$ cat src/rtl/frame_wr_pkg.sv
// Shared types and constants for the camera-to-DDR3 frame writer.
// Imported by the writer top level and its pixel packer.
package frame_wr_pkg;

  typedef enum logic [1:0] {
    ST_IDLE,
    ST_FILL,
    ST_CMD,
    ST_DATA
  } wr_state_e;

  localparam logic [2:0] CMD_WRITE = 3'b000;
  localparam int         NUM_BUFS  = 3;
  localparam int         PIX_W     = 16;
  localparam int         WORD_W    = 128;
  localparam int         LANES     = WORD_W / PIX_W;

  // Frame buffers rotate 0 -> 1 -> 2 -> 0.
  function automatic logic [1:0] next_buf(input logic [1:0] b);
    return (b == 2'(NUM_BUFS - 1)) ? 2'd0 : b + 2'd1;
  endfunction

endpackage

$ cat src/rtl/pixel_packer_16to128.sv
// Packs eight 16-bit pixels into one 128-bit word, pixel 0 in the LSBs.
// A clear restarts the word; a pixel arriving with clear becomes lane 0.
module pixel_packer_16to128
  import frame_wr_pkg::*;
(
  input  logic              clk,
  input  logic              rst,
  input  logic              clr,
  input  logic              pix_en,
  input  logic [PIX_W-1:0]  pix_data,
  output logic              lane_full,
  output logic              word_valid,
  output logic [WORD_W-1:0] word_data
);

  logic [2:0]                   lane;
  logic [2:0]                   eff_lane;
  logic [PIX_W*(LANES-1)-1:0]   data_r;

  assign eff_lane   = clr ? 3'd0 : lane;
  assign lane_full  = (lane == 3'(LANES - 1));
  assign word_valid = pix_en && !clr && lane_full;
  // The eighth pixel is merged on the fly so the word is ready on its accept edge.
  assign word_data  = {pix_data, data_r};

  always_ff @(posedge clk) begin
    if (rst) begin
      lane <= 3'd0;
    end else if (pix_en) begin
      lane <= eff_lane + 3'd1;
    end else if (clr) begin
      lane <= 3'd0;
    end
  end

  always_ff @(posedge clk) begin
    if (pix_en) begin
      for (int k = 0; k < LANES - 1; k++) begin
        if (eff_lane == 3'(k)) data_r[k*PIX_W +: PIX_W] <= pix_data;
      end
    end
  end

endmodule

$ cat src/rtl/cmos_frame_writer.sv
// Write-side frame DMA: packs camera pixels into bursts and writes them to
// three rotating DDR3 frame buffers, publishing the last completed buffer.
module cmos_frame_writer
  import frame_wr_pkg::*;
#(
  parameter int H_RES       = 1280,
  parameter int V_RES       = 720,
  parameter int BURST_WORDS = 16,
  parameter int ADDR_WIDTH  = 28,
  parameter int FRAME_SHIFT = 21
) (
  input  logic                  I_clk,
  input  logic                  I_rst,
  input  logic                  I_calib_done,
  input  logic                  I_pix_valid,
  input  logic [PIX_W-1:0]      I_pix_data,
  input  logic                  I_pix_sof,
  output logic                  O_pix_ready,
  input  logic                  I_cmd_ready,
  output logic [2:0]            O_cmd,
  output logic                  O_cmd_en,
  output logic [ADDR_WIDTH-1:0] O_addr,
  output logic [5:0]            O_app_burst_number,
  input  logic                  I_wr_data_rdy,
  output logic [WORD_W-1:0]     O_wr_data,
  output logic                  O_wr_data_en,
  output logic                  O_wr_data_end,
  output logic [15:0]           O_wr_data_mask,
  output logic                  O_frame_done,
  output logic [1:0]            O_last_frame,
  output logic                  O_frame_err
);

  localparam int BURSTS    = H_RES * V_RES / (LANES * BURST_WORDS);
  localparam int BIDX_W    = (BURSTS > 1) ? $clog2(BURSTS) : 1;
  localparam int PTR_W     = (BURST_WORDS > 1) ? $clog2(BURST_WORDS) : 1;
  localparam int OFF_SHIFT = $clog2(BURST_WORDS * LANES);
  localparam logic [PTR_W-1:0]  LAST_PTR   = PTR_W'(BURST_WORDS - 1);
  localparam logic [BIDX_W-1:0] LAST_BURST = BIDX_W'(BURSTS - 1);

  wr_state_e             state, state_n;
  logic [1:0]            cur_buf, cur_buf_n, last_frame_n;
  logic [BIDX_W-1:0]     burst_idx, burst_idx_n;
  logic [PTR_W-1:0]      wr_ptr, wr_ptr_n, rd_ptr, rd_ptr_n;
  logic [ADDR_WIDTH-1:0] addr_n, base_addr, burst_off;
  logic                  pix_acc, pk_clr, pk_en;
  logic                  lane_full, word_valid;
  logic [WORD_W-1:0]     word_data;
  logic                  frame_done_n, frame_err_n;

  logic [WORD_W-1:0]     burst_mem [BURST_WORDS];

  assign O_cmd              = CMD_WRITE;
  assign O_app_burst_number = 6'(BURST_WORDS - 1);
  assign O_wr_data_mask     = '0;

  assign pix_acc   = I_pix_valid && O_pix_ready;
  assign base_addr = ADDR_WIDTH'(cur_buf) << FRAME_SHIFT;
  assign burst_off = ADDR_WIDTH'(burst_idx) << OFF_SHIFT;

  pixel_packer_16to128 u_packer (
    .clk        (I_clk),
    .rst        (I_rst),
    .clr        (pk_clr),
    .pix_en     (pk_en),
    .pix_data   (I_pix_data),
    .lane_full  (lane_full),
    .word_valid (word_valid),
    .word_data  (word_data)
  );

  always_comb begin
    state_n      = state;
    cur_buf_n    = cur_buf;
    burst_idx_n  = burst_idx;
    wr_ptr_n     = wr_ptr;
    rd_ptr_n     = rd_ptr;
    addr_n       = O_addr;
    last_frame_n = O_last_frame;
    pk_clr       = 1'b0;
    pk_en        = 1'b0;
    frame_done_n = 1'b0;
    frame_err_n  = 1'b0;
    case (state)
      ST_IDLE: begin
        if (pix_acc && I_pix_sof && I_calib_done) begin
          state_n     = ST_FILL;
          pk_clr      = 1'b1;
          pk_en       = 1'b1;
          burst_idx_n = '0;
          wr_ptr_n    = '0;
        end
      end
      ST_FILL: begin
        if (!I_calib_done) begin
          state_n = ST_IDLE;
        end else if (pix_acc) begin
          pk_en = 1'b1;
          if (I_pix_sof) begin
            // Early SOF: drop the partial burst and restart in the next buffer.
            pk_clr      = 1'b1;
            frame_err_n = 1'b1;
            cur_buf_n   = next_buf(cur_buf);
            burst_idx_n = '0;
            wr_ptr_n    = '0;
          end else if (lane_full) begin
            if (wr_ptr == LAST_PTR) begin
              wr_ptr_n = '0;
              rd_ptr_n = '0;
              addr_n   = base_addr + burst_off;
              state_n  = ST_CMD;
            end else begin
              wr_ptr_n = wr_ptr + 1'b1;
            end
          end
        end
      end
      ST_CMD: begin
        if (O_cmd_en && I_cmd_ready) state_n = ST_DATA;
      end
      ST_DATA: begin
        if (O_wr_data_en && I_wr_data_rdy) begin
          if (rd_ptr == LAST_PTR) begin
            rd_ptr_n = '0;
            if (burst_idx == LAST_BURST) begin
              state_n      = ST_IDLE;
              frame_done_n = 1'b1;
              last_frame_n = cur_buf;
              cur_buf_n    = next_buf(cur_buf);
              burst_idx_n  = '0;
            end else begin
              burst_idx_n = burst_idx + 1'b1;
              state_n     = I_calib_done ? ST_FILL : ST_IDLE;
            end
          end else begin
            rd_ptr_n = rd_ptr + 1'b1;
          end
        end
      end
      default: state_n = ST_IDLE;
    endcase
  end

  always_ff @(posedge I_clk) begin
    if (I_rst) begin
      state         <= ST_IDLE;
      cur_buf       <= 2'd0;
      burst_idx     <= '0;
      wr_ptr        <= '0;
      rd_ptr        <= '0;
      O_pix_ready   <= 1'b0;
      O_cmd_en      <= 1'b0;
      O_addr        <= '0;
      O_wr_data_en  <= 1'b0;
      O_wr_data_end <= 1'b0;
      O_frame_done  <= 1'b0;
      O_frame_err   <= 1'b0;
      O_last_frame  <= 2'd2;
    end else begin
      state         <= state_n;
      cur_buf       <= cur_buf_n;
      burst_idx     <= burst_idx_n;
      wr_ptr        <= wr_ptr_n;
      rd_ptr        <= rd_ptr_n;
      O_pix_ready   <= (state_n == ST_IDLE) || (state_n == ST_FILL);
      O_cmd_en      <= (state_n == ST_CMD);
      O_addr        <= addr_n;
      O_wr_data_en  <= (state_n == ST_DATA);
      O_wr_data_end <= (state_n == ST_DATA) && (rd_ptr_n == LAST_PTR);
      O_frame_done  <= frame_done_n;
      O_frame_err   <= frame_err_n;
      O_last_frame  <= last_frame_n;
    end
  end

  // Burst buffer: simple dual-port RAM, write from packer, registered read.
  always_ff @(posedge I_clk) begin
    if (word_valid) burst_mem[wr_ptr] <= word_data;
  end

  // Read address looks one word ahead so the next word is on O_wr_data after a handshake.
  always_ff @(posedge I_clk) begin
    O_wr_data <= burst_mem[rd_ptr_n];
  end

endmodule

$ cat config.mk
export PLATFORM = sky130hd
export DESIGN_NAME = cmos_frame_writer
export DESIGN_NICKNAME = d
export VERILOG_FILES = /design/src/rtl/frame_wr_pkg.sv /design/src/rtl/pixel_packer_16to128.sv /design/src/rtl/cmos_frame_writer.sv
export SDC_FILE = /design/constraint.sdc
export NUM_CORES = 2
export LEC_CHECK = 0
export BUFFER_PORTS_ARGS = -buffer_cell sky130_fd_sc_hd__buf_2
export CAP_MARGIN = 20
export CORE_MARGIN = 3
export CORE_UTILIZATION = 50
export DETAILED_ROUTE_END_ITERATION = 10
export PLACE_DENSITY = 0.76
export SYNTH_ARGS = -nofsm -noshare
export SYNTH_HDL_FRONTEND = slang
export SYNTH_SLANG_ARGS = --single-unit
$ cat constraint.sdc
create_clock -name I_clk -period 10.3 [get_ports I_clk]
set_input_delay 0.515 -clock I_clk [delete_from_list [all_inputs] [get_ports I_clk]]
set_output_delay 0.515 -clock I_clk [all_outputs]
set_load 0.1 [all_outputs]
==> flow_summary.ini <==
[cts]
clock_sinks = 2339
holdBufCountCts = 0
cts_resized = 0
ctsHtreeMaxLevel = 4
clk_pin_slew_ps = 60
root_buffer = clkbuf_16
postCtsSetupBuffers = 0
clk_latency_ps = 870
cts_buffer_depth = 3
cts_tree = built
cts_buffers = 216

[sta]
final-setup-viol-count = 0
setup_tns_ps = 0
tightestPinTransition_ps = 1180
fmax_mhz = 193
slew_viol_final = 0
relSlewSlack_pct = 21.5
skew_ps = 35.6
rsz0062_at_grt = no
hold_viol_final = 0
fin_crit_ps = 5190
post-route-period-util_pct = 50.4

[min_path]
hp-class = in -> reg

[logic_synthesis]
syn_area_per_cell_um2 = 15.6
synth-seq-cells = 2339
synth.distinct_cells = 58
ys_seq_area_share_pct = 77.6
synth_ff_type = edfxtp_1
yosysWarnings = 0
synth_edf_count = 2160
netlist_area_mm2 = 0.0882
async_flop_share_pct = 0
synthesis.instances = 5643

[power_and_ir_drop]
power_density_mw_per_mm2 = 184
ir_drop_mv = 0.183
cellLeakagePower_nw = 32.0

[floorplanning]
core-area_mm2 = 0.175
die_area_mm2 = 0.181
die_y_um = 426
die_w_um = 426
std_cell_rows = 153
io_pins = 212
start_util_pct = 50.5

[setup_path]
cp_max_fo = 76
cp-end-kind = flop
crit_type = reg -> reg
cp_data_arrival_time_ps = 5970
cp.required_ps = 11080
start_kind = flop

[routing]
post_drt_wl_per_cell_um = 25.8
ant_nets = 0
vias = 50100
finalWirelength_um = 214000
routed_via_density = 6.03
drc = 0
drtIter0Drc = 6624
dr.pass1.iters = 6

[layout]
design_area_mm2 = 0.0983
finalNetCount = 5827
layout_commonest_cell = edfxtp_1
synthToLayoutAreaGrowth_pct = 11.5
layout_common_cells = edfxtp_1 (2160), nand2_1 (1176), mux2i_1 (502)
layout-drive-gt1-share_pct = 11.1

[place]
io_buffer_count = 173
place_hpwl_um = 105000
place.gp.congestion = 0.767
place_area_mm2 = 0.0913

[job]
maxCapViolCount = 0

[global_routing]
gr-total-overflow = 0
grt_pass1_wl_um = 314000
grt_max_degree = 164
grt_usage_pct = 23.4
grt_pass1_vias = 48600
antenna_found_initial = 10

[run_status]
status = completed
-- state kept, by name (all words and copies together), names as in the netlist, 2 cells and up --
register / flops
burst_mem: 2048
O_wr_data: 128
u_packer.data_r: 112
O_addr: 15
burst_idx: 13
rd_ptr: 4
wr_ptr: 4
u_packer.lane: 3
O_last_frame: 2
cur_buf: 2
state: 2
-- per-stage QoR --
stage	total power [W]	hold slack, ps	utilization [%]	cells	worst slack, ps
2_1_floorplan	0.0105	461	-	5679	2280
3_3_place_gp	0.0106	440	52.3	7895	5220
3_5_place_dp	0.0106	447	52.3	7898	5150
4_1_cts	0.0182	24.9	56.3	8306	5220
5_1_grt	0.0185	69.5	56.3	8308	4790
6_report	0.0181	91.2	56.3	8312	5110
-- routing by layer --
layer | share of wire [%] | GRT usage [%] | vias up
li1 | - | - | 21600
met1 | 38 | 31.5 | 25100
met2 | 48 | 38.1 | 2916
met3 | 10 | 4.42 | 458
met4 | 3.6 | 8.68 | 6
met5 | 0.019 | 0 | -
-- critical path: stages (launching register included) --
cell and delay [ps]:
dfxtp_1 490, nand4_1 490, mux2i_2 880, or2_4 950
buf_4 820, buf_4 830, nand2_1 120, nand3_1 110
a32oi_1 120, nand2_1 160
-- final timing paths --
check                                 from            end  slack, ps  cells after the start
worst max-delay path              state[1]  O_wr_data[16]       5110                      9
worst min-delay path             I_pix_sof      wr_ptr[1]         90                      4
worst max register to register    state[1]  O_wr_data[16]       5110                      9
worst min register to register  O_addr[17]     O_addr[17]        450                      2
-- logic make-up after synthesis --
kind of cell               share of synthesized area [%]
adders and majority gates                          0.156
DFF                                                 77.6
AOI/OAI and AO/OA                                   4.40
buffers and inverters                               2.16
xor gates and xnor gates                           0.119
other                                            0.00851
and+or+nand+nor                                     8.69
muxes                                               6.86
-- cell type report --
type | count | area [µm²]
Tap cell | 2325 | 2910
Sequential cell | 2339 | 68400
Fill cell | 12900 | 76300
Clock buffer | 299 | 5900
Timing Repair Buffer | 270 | 1800
Clock inverter | 109 | 1010
Multi-Input combinational cell | 2960 | 18200
Antenna cell | 4 | 10.0
Inverter | 6 | 22.5
-- cell usage after synthesis, types with 5 or more instances --
master	n	area, µm²
a22o_1	23	201
a31oi_1	34	213
nor3b_1	9	67.6
a221oi_1	26	228
nand3_1	486	2430
a211o_1	8	70.1
clkbuf_1	123	462
a311o_1	11	110
edfxtp_1	2160	64900
a211oi_1	30	225
mux2i_1	502	5020
and3_1	15	93.8
xnor2_1	6	52.6
o21ai_0	5	25.0
mux4_2	45	1010
nand2_1	1177	4420
buf_6	7	78.8
ha_1	11	138
buf_2	168	841
dfxtp_1	179	3580
inv_1	6	22.5
o31ai_1	5	37.5
a21oi_1	179	896
nand4_1	9	56.3
buf_1	18	67.6
a32oi_1	149	1310
nor3_1	25	125
a21boi_0	5	37.5
nor2b_1	7	43.8
nor2_1	61	229
xor2_1	6	52.6
buf_4	58	435
o221ai_1	38	333
and2_1	8	50.1
-- report_power, final --
part | leakage (nW) | internal (W) | total, W | switching [W]
sequential | 20.9 | 0.0102 | 0.0103 | 0.00000590
clock | 3.37 | 0.00426 | 0.00772 | 0.00346
combinational | 7.77 | 0.00000538 | 0.000111 | 0.000105
total | 32.0 | 0.0145 | 0.0181 | 0.00357
(Power assumes the default switching activity.)
